File: config.mk
export PLATFORM = sky130hd
export DESIGN_NAME = pcc_class_scheduler
export DESIGN_NICKNAME = d
export VERILOG_FILES = /design/src/rtl/pcc_class_scheduler.sv
export SDC_FILE = /design/constraint.sdc
export NUM_CORES = 1
export LEC_CHECK = 0
export CORE_ASPECT_RATIO = 0.5
export CORE_MARGIN = 2
export CORE_UTILIZATION = 40
export DETAILED_ROUTE_END_ITERATION = 7
export SETUP_SLACK_MARGIN = 0.05
export SLEW_MARGIN = 10
export SYNTH_ARGS = -nofsm -noshare
export SYNTH_HDL_FRONTEND = slang
export SYNTH_SLANG_ARGS = --single-unit
File: constraint.sdc
create_clock -name clk -period 2.1 [get_ports clk]
set_input_delay 0.525 -clock clk [delete_from_list [all_inputs] [get_ports clk]]
set_output_delay 0.525 -clock clk [all_outputs]
set_load 0.01 [all_outputs]
File: src/rtl/pcc_class_scheduler.sv
// pcc_class_scheduler: shares one external popcount-compare (pcc) core across
// NUM_CLASSES binarized class neurons. A feature word is latched, then each class
// gets one cycle in which its XOR-weighted operands are presented to the pcc and
// the decision bit is captured. The result vector and the lowest winning class are
// held until the downstream consumer accepts them.
module pcc_class_scheduler #(
  parameter int unsigned NUM_CLASSES = 4,
  parameter int unsigned POS_W       = 2,
  parameter int unsigned NEG_W       = 6,
  parameter int unsigned CW          = $clog2(NUM_CLASSES)
) (
  input  logic                   clk,
  input  logic                   rst,
  // Feature word input
  input  logic                   in_valid,
  output logic                   in_ready,
  input  logic [POS_W-1:0]       in_pos,
  input  logic [NEG_W-1:0]       in_neg,
  // Weight configuration
  input  logic                   cfg_we,
  input  logic [CW-1:0]          cfg_addr,
  input  logic [POS_W+NEG_W-1:0] cfg_data,
  output logic                   cfg_err,
  // Shared pcc core
  output logic [POS_W-1:0]       pcc_pos,
  output logic [NEG_W-1:0]       pcc_neg,
  input  logic                   pcc_outval,
  // Result output
  output logic                   out_valid,
  input  logic                   out_ready,
  output logic [NUM_CLASSES-1:0] out_result,
  output logic [CW-1:0]          out_class,
  output logic                   out_none
);

  localparam int unsigned WW = POS_W + NEG_W;
  localparam logic [CW-1:0] LastIdx = CW'(NUM_CLASSES - 1);

  typedef enum logic [1:0] {StIdle, StRun, StDone} state_e;

  state_e state_q, state_d;

  logic [POS_W-1:0]       x_pos_q;
  logic [NEG_W-1:0]       x_neg_q;
  logic [CW-1:0]          idx_q;
  logic [NUM_CLASSES-1:0] res_q;
  logic [NUM_CLASSES-1:0] res_final;
  logic [CW-1:0]          cls_q, cls_d;
  logic                   none_q, none_d;
  logic                   err_q;

  logic [POS_W-1:0] w_pos_q [NUM_CLASSES];
  logic [NEG_W-1:0] w_neg_q [NUM_CLASSES];

  logic in_fire;
  logic run_last;
  logic addr_ok;
  logic wr_accept;
  logic wr_drop;

  assign in_fire  = in_valid && (state_q == StIdle);
  assign run_last = (state_q == StRun) && (idx_q == LastIdx);

  // Extra bit keeps the compare well-formed when NUM_CLASSES is a power of two.
  assign addr_ok   = ({1'b0, cfg_addr} < (CW + 1)'(NUM_CLASSES));
  assign wr_accept = cfg_we && (state_q == StIdle) && addr_ok;
  assign wr_drop   = cfg_we && !wr_accept;

  // State register.
  always_ff @(posedge clk or posedge rst) begin
    if (rst) begin
      state_q <= StIdle;
    end else begin
      state_q <= state_d;
    end
  end

  // Next-state logic: IDLE -> RUN on handshake, RUN for NUM_CLASSES cycles, DONE until accepted.
  always_comb begin
    state_d = state_q;
    unique case (state_q)
      StIdle: if (in_fire) state_d = StRun;
      StRun:  if (run_last) state_d = StDone;
      StDone: if (out_ready) state_d = StIdle;
      default: state_d = StIdle;
    endcase
  end

  // Output decode from state and datapath registers.
  always_comb begin
    in_ready   = (state_q == StIdle);
    out_valid  = (state_q == StDone);
    out_result = res_q;
    out_class  = cls_q;
    out_none   = none_q;
    cfg_err    = err_q;
    pcc_pos    = '0;
    pcc_neg    = '0;
    if (state_q == StRun) begin
      pcc_pos = x_pos_q ^ w_pos_q[idx_q];
      pcc_neg = x_neg_q ^ w_neg_q[idx_q];
    end
  end

  // Feature latch and class counter.
  always_ff @(posedge clk or posedge rst) begin
    if (rst) begin
      x_pos_q <= '0;
      x_neg_q <= '0;
      idx_q   <= '0;
    end else begin
      if (in_fire) begin
        x_pos_q <= in_pos;
        x_neg_q <= in_neg;
        idx_q   <= '0;
      end else if ((state_q == StRun) && !run_last) begin
        idx_q <= idx_q + 1'b1;
      end
    end
  end

  // Result vector as it will stand after this cycle's decision is captured.
  always_comb begin
    res_final        = res_q;
    res_final[idx_q] = pcc_outval;
  end

  // Priority encode: lowest set bit wins, scanned high-to-low so the lowest is written last.
  always_comb begin
    cls_d  = '0;
    none_d = 1'b1;
    for (int c = NUM_CLASSES - 1; c >= 0; c--) begin
      if (res_final[c]) begin
        cls_d  = CW'(c);
        none_d = 1'b0;
      end
    end
  end

  // Capture per-class decisions and register the encoded summary on the RUN->DONE edge.
  always_ff @(posedge clk or posedge rst) begin
    if (rst) begin
      res_q  <= '0;
      cls_q  <= '0;
      none_q <= 1'b0;
    end else if (state_q == StRun) begin
      res_q <= res_final;
      if (run_last) begin
        cls_q  <= cls_d;
        none_q <= none_d;
      end
    end
  end

  // Weight store; writes land only in IDLE so RUN never sees a weight change mid-word.
  always_ff @(posedge clk or posedge rst) begin
    if (rst) begin
      for (int c = 0; c < NUM_CLASSES; c++) begin
        w_pos_q[c] <= '0;
        w_neg_q[c] <= '0;
      end
    end else if (wr_accept) begin
      w_pos_q[cfg_addr] <= cfg_data[WW-1:NEG_W];
      w_neg_q[cfg_addr] <= cfg_data[NEG_W-1:0];
    end
  end

  // Sticky dropped-write flag, cleared only by reset.
  always_ff @(posedge clk or posedge rst) begin
    if (rst) begin
      err_q <= 1'b0;
    end else if (wr_drop) begin
      err_q <= 1'b1;
    end
  end

endmodule

==> results.md <==
- In the final layout, the share of cells above drive strength 1 is 40.6%.
- Ranked by total cell area, the synthesized netlist is headed by sky130_fd_sc_hd__dfrtp_1 51%, sky130_fd_sc_hd__mux2_2 13%, sky130_fd_sc_hd__mux2_4 9.4%, sky130_fd_sc_hd__mux4_2 7.1%, sky130_fd_sc_hd__xnor2_1 3.1%.
- After detailed routing, the average wire length per cell comes to 15.1 µm.
- The smallest clock period supported by the final layout is computed as 2260 ps.
- The worst stage delay on the critical path is 510 ps.
- The number of H-tree levels is 2.
- The flow ran to the end, but the final reports show violations.
- The critical path's top delay family is multiplexers.
- The total of flip-flops plus latches after synthesis is 52.
- The areal power density over the cells is ~1500 nW/µm².
- In this run, CTS created clock tree buffers numbering 5.
- The worst hold endpoint is cfg_err.
- The synthesized netlist occupies a cell area of between 2000 and 3000 µm².
- 42 I/O pins were placed.
- At the pin with the least slew margin, the transition time is ~450 ps.
- Leaving out filler cells and counting taps, the final layout contains 332.
- The detail route stage leaves a number of antenna-violating nets equal to 0.
- The instance count along the most critical hold path is 1.
- Wires add up to around 5000 µm.
- The number of antenna violations at the first check in global routing is 0.
- The die covers around 7100 µm².
- Setup repair after global routing could not meet its margin everywhere.
- The worst setup path is captured at an output port.
- Data arrives at the worst endpoint at about 1700 ps.
- The period utilization is 107%.
- The average via count per standard cell is about 4.8.
- After routing the design area is 3350 µm².
- The number of detailed-routing iterations run before antenna repair is 4.
- Counting every instance in the synthesized netlist gives 179.
- The congestion estimate from routability-driven global placement came to 0.731.
- Based on the critical path, the design can be clocked at up to 0.443 GHz.
- The top cell type by area accounts for 51.0% of the synthesized area.
- The most used flip-flop cell after synthesis is sky130_fd_sc_hd__dfrtp_1.
- TritonCTS built the clock tree.
- In this run the tightest slew margin relative to its limit is a little over two thirds.
- After clock tree synthesis, the clock-pin slew on the worst setup and hold paths is 60 ps.
- Yosys mapped a number of flops with a built-in enable equal to 0.
- The worst IR drop on VDD is 0.000595 V.
- The highest net fanout along the worst path is 6.
- The number of max-cap violations is 0.
- The number of remaining DRC errors is 0.
- Leaving out fill and tap cells, the most frequent cells in the layout are 51 x sky130_fd_sc_hd__dfrtp_1, 31 x sky130_fd_sc_hd__clkdlybuf4s50_1, 30 x sky130_fd_sc_hd__mux2_2.
- The worst-case reg-to-reg path depth is 5.
- The placed instances occupy a cell area of 3240 µm².
- The global routing usage on met1 is between 20% and 30%.
- Traced cell by cell, the critical path runs through buf_6 -> mux4_2 -> xnor2_1 -> nor2_1 -> buf_2.
- In the global route stage, overall resource usage came out at 16.1%.
- The worst setup slack after layout is -156 ps.
- The startpoint of the worst-slack reg-to-reg timing path is idx_q[0].
- The worst hold path class is reg -> reg.
- Measured along the y axis, the die boundary spans 60.5 µm.
- The number of sinks handled by clock tree synthesis is 52.
- After the last flow step, the layout net total stands at 271.
- The minimum setup slack among reg-to-reg paths is just under 400 ps.
- In this run the standard cell core region covers 6110 µm².
- The startpoint identified for the worst hold timing path is cfg_err.
- The leakage power of the design is 1.48 nW.
- The clock latency at the later pin of the worst-skew pair is 290 ps.
- The share of flip-flops with an asynchronous set or reset is 100%.
- The port buffer count is 41.
- In this run, the number of DRC markers left after iteration 0 of detailed routing was 55.
- The met2 track demand over resource in global routing is 25.6%.
- The clock passes through at most 2 buffers.
- The number of standard-cell rows in the floorplan is 20.
- At the worst endpoint, the required time is 1570 ps.
- The die is 117 µm wide.
- Synthesis produced a netlist with a net count of slightly above 200.
- The worst register-to-register path ends at out_result[3].
- The count of endpoints failing hold in the final timing report is 0.
- The final number of max-transition violations came to 0.
- The total overflow reported by the global router is 0.
- The global routing stage identified its most utilized layer as met2.
- For this block, the via count after detailed routing is 1,604.
- The cell count after placement is 324.
- The cell depth of the worst setup path is 5.
- Sequential cells burn 34.5% of the power.
- During synthesis, Yosys emitted a total of 0 warnings.
- The worst setup path is launched from a flop.
- The number of inserted diodes is 0.
- Once detailed placement completed, the half-perimeter wirelength came to 3570 µm.
- The global-route wire length before repair is between 8000 and 9000 µm.
- The via count of the first global-routing pass was 1,635.
- The analysis attributes to net switching a power of 1.62 mW.
- The slowest stage of the critical path belongs to the cell sky130_fd_sc_hd__mux4_2.
- The number of buffers and inverters on the critical path is 2.
- Cells fill a little over half of the core in the end.
- The clock network power share is approximately 18%.
- The effective utilization at floorplan is between 40% and 50%.
- The most common library cell in the layout ignoring fill and taps is sky130_fd_sc_hd__dfrtp_1.
- Global routing used 4.20% of the available met3 tracks.
- The clock root buffer is sky130_fd_sc_hd__clkbuf_16.
- Dividing the synthesized area by the synthesized cell count gives 14.3 µm².
- Summed over all instances, the cell type with the most area after synthesis is sky130_fd_sc_hd__dfrtp_1.
- The number of distinct standard cells referenced by the synthesized netlist is 32.
- The category of the critical setup timing path is reg -> out.
- Per report_power, the combinational group accounts for 48.1% of the total.
- Compared with the post-synthesis result, the final layout area differs by 31.3%.
- The portion of the post-synthesis area used by sequential elements is 51.0%.
- The maximum number of pins on one net before global-route repair is 37.
- The total internal power is 3.56 mW.
- The worst clock skew is 3.17 ps.
- The number of setup violations in the final report is 8.
- The proportion of total power due to net switching is 31.3%.
- The final reports fail on negative setup slack.
[synthesized netlist by cell type, types with 2 or more instances]
library cell / number
sky130_fd_sc_hd__o31ai_1: 3
sky130_fd_sc_hd__o21ai_0: 5
sky130_fd_sc_hd__xnor2_1: 9
sky130_fd_sc_hd__ha_1: 4
sky130_fd_sc_hd__nand2b_1: 4
sky130_fd_sc_hd__buf_2: 2
sky130_fd_sc_hd__mux2_2: 30
sky130_fd_sc_hd__dfrtp_1: 52
sky130_fd_sc_hd__nor2_1: 9
sky130_fd_sc_hd__nand2_1: 10
sky130_fd_sc_hd__mux4_2: 8
sky130_fd_sc_hd__mux2_4: 16
sky130_fd_sc_hd__inv_1: 5
sky130_fd_sc_hd__buf_6: 4
[cell families (layout without fill, tap and decap cells)]
group | Yosys count | in the layout | synth area share [%]
muxes | 54 | 54 | 29.7
DFF | 52 | 52 | 51.0
and+or+nand+nor | 37 | 37 | 8.62
buffers and inverters | 12 | 77 | 3.04
AOI/OAI and AO/OA | 11 | 11 | 2.65
xor gates and xnor gates | 9 | 9 | 3.09
adders and majority gates | 4 | 4 | 1.96
[per-stage QoR]
| stage | hold WS, ps | setup slack (ps) | TNS (ps) | total power [mW] |
|---|---|---|---|---|
| floorplan | 474 | 234 | 0 | 3.42 |
| global placement | 449 | -263 | -1970 | 4.45 |
| detailed placement | 455 | -296 | -2150 | 4.52 |
| CTS | 477 | -173 | -1100 | 5.25 |
| global route | 503 | -239 | -1710 | 5.56 |
| finish | 469 | -156 | -1020 | 5.18 |
[power by group through the flow]
stage | registers (mW) | clock network, mW | logic, mW
floorplan | 1.74 | 0 | 1.67
global placement | 1.78 | 0 | 2.66
detailed placement | 1.80 | 0 | 2.72
CTS | 1.79 | 0.933 | 2.53
global route | 1.85 | 0.989 | 2.73
finish | 1.79 | 0.906 | 2.49
[area by class of cell]
| class | count | area [µm²] |
|---|---|---|
| clock inverter | 2 | 35.0 |
| inverter | 5 | 18.8 |
| fill | 547 | 2750 |
| clock buffer | 6 | 129 |
| multi-input combinational | 115 | 1170 |
| tap | 88 | 110 |
| timing repair buffer | 64 | 582 |
| sequential | 52 | 1300 |
[worst max-delay path by stage]
stage	end	startpoint	slack, ps
global route	pcc_neg[2]	idx_q[0]	-240
detailed placement	pcc_neg[2]	idx_q[0]	-300
finish	pcc_neg[4]	idx_q[0]	-160
global placement	pcc_neg[2]	idx_q[0]	-260
floorplan	pcc_neg[0]	idx_q[0]	230
CTS	pcc_neg[4]	idx_q[0]	-170
[flip-flops by register name, summed over array words and instances (netlist names)]
name and cells:
out_result 4, out_none 1, out_class 2, w_pos_q 8, cfg_err 1, w_neg_q 24, state_q 2, idx_q 2
x_pos_q 2, x_neg_q 6
[per-layer routing]
metal | vias to the layer above | wire, µm
met2 | 23 | 2340
met5 | - | 0
met1 | 814 | 2440
li1 | 762 | -
met4 | 0 | 49
met3 | 5 | 178
[timing repair]
item                                    CTS  global route
hold buffers                              0             0
resized for setup                        36             0
pin swaps                                 1             0
buffers inserted                          2             0
endpoints found under the setup margin   10             8
Power figures use the tool's default switching activity.
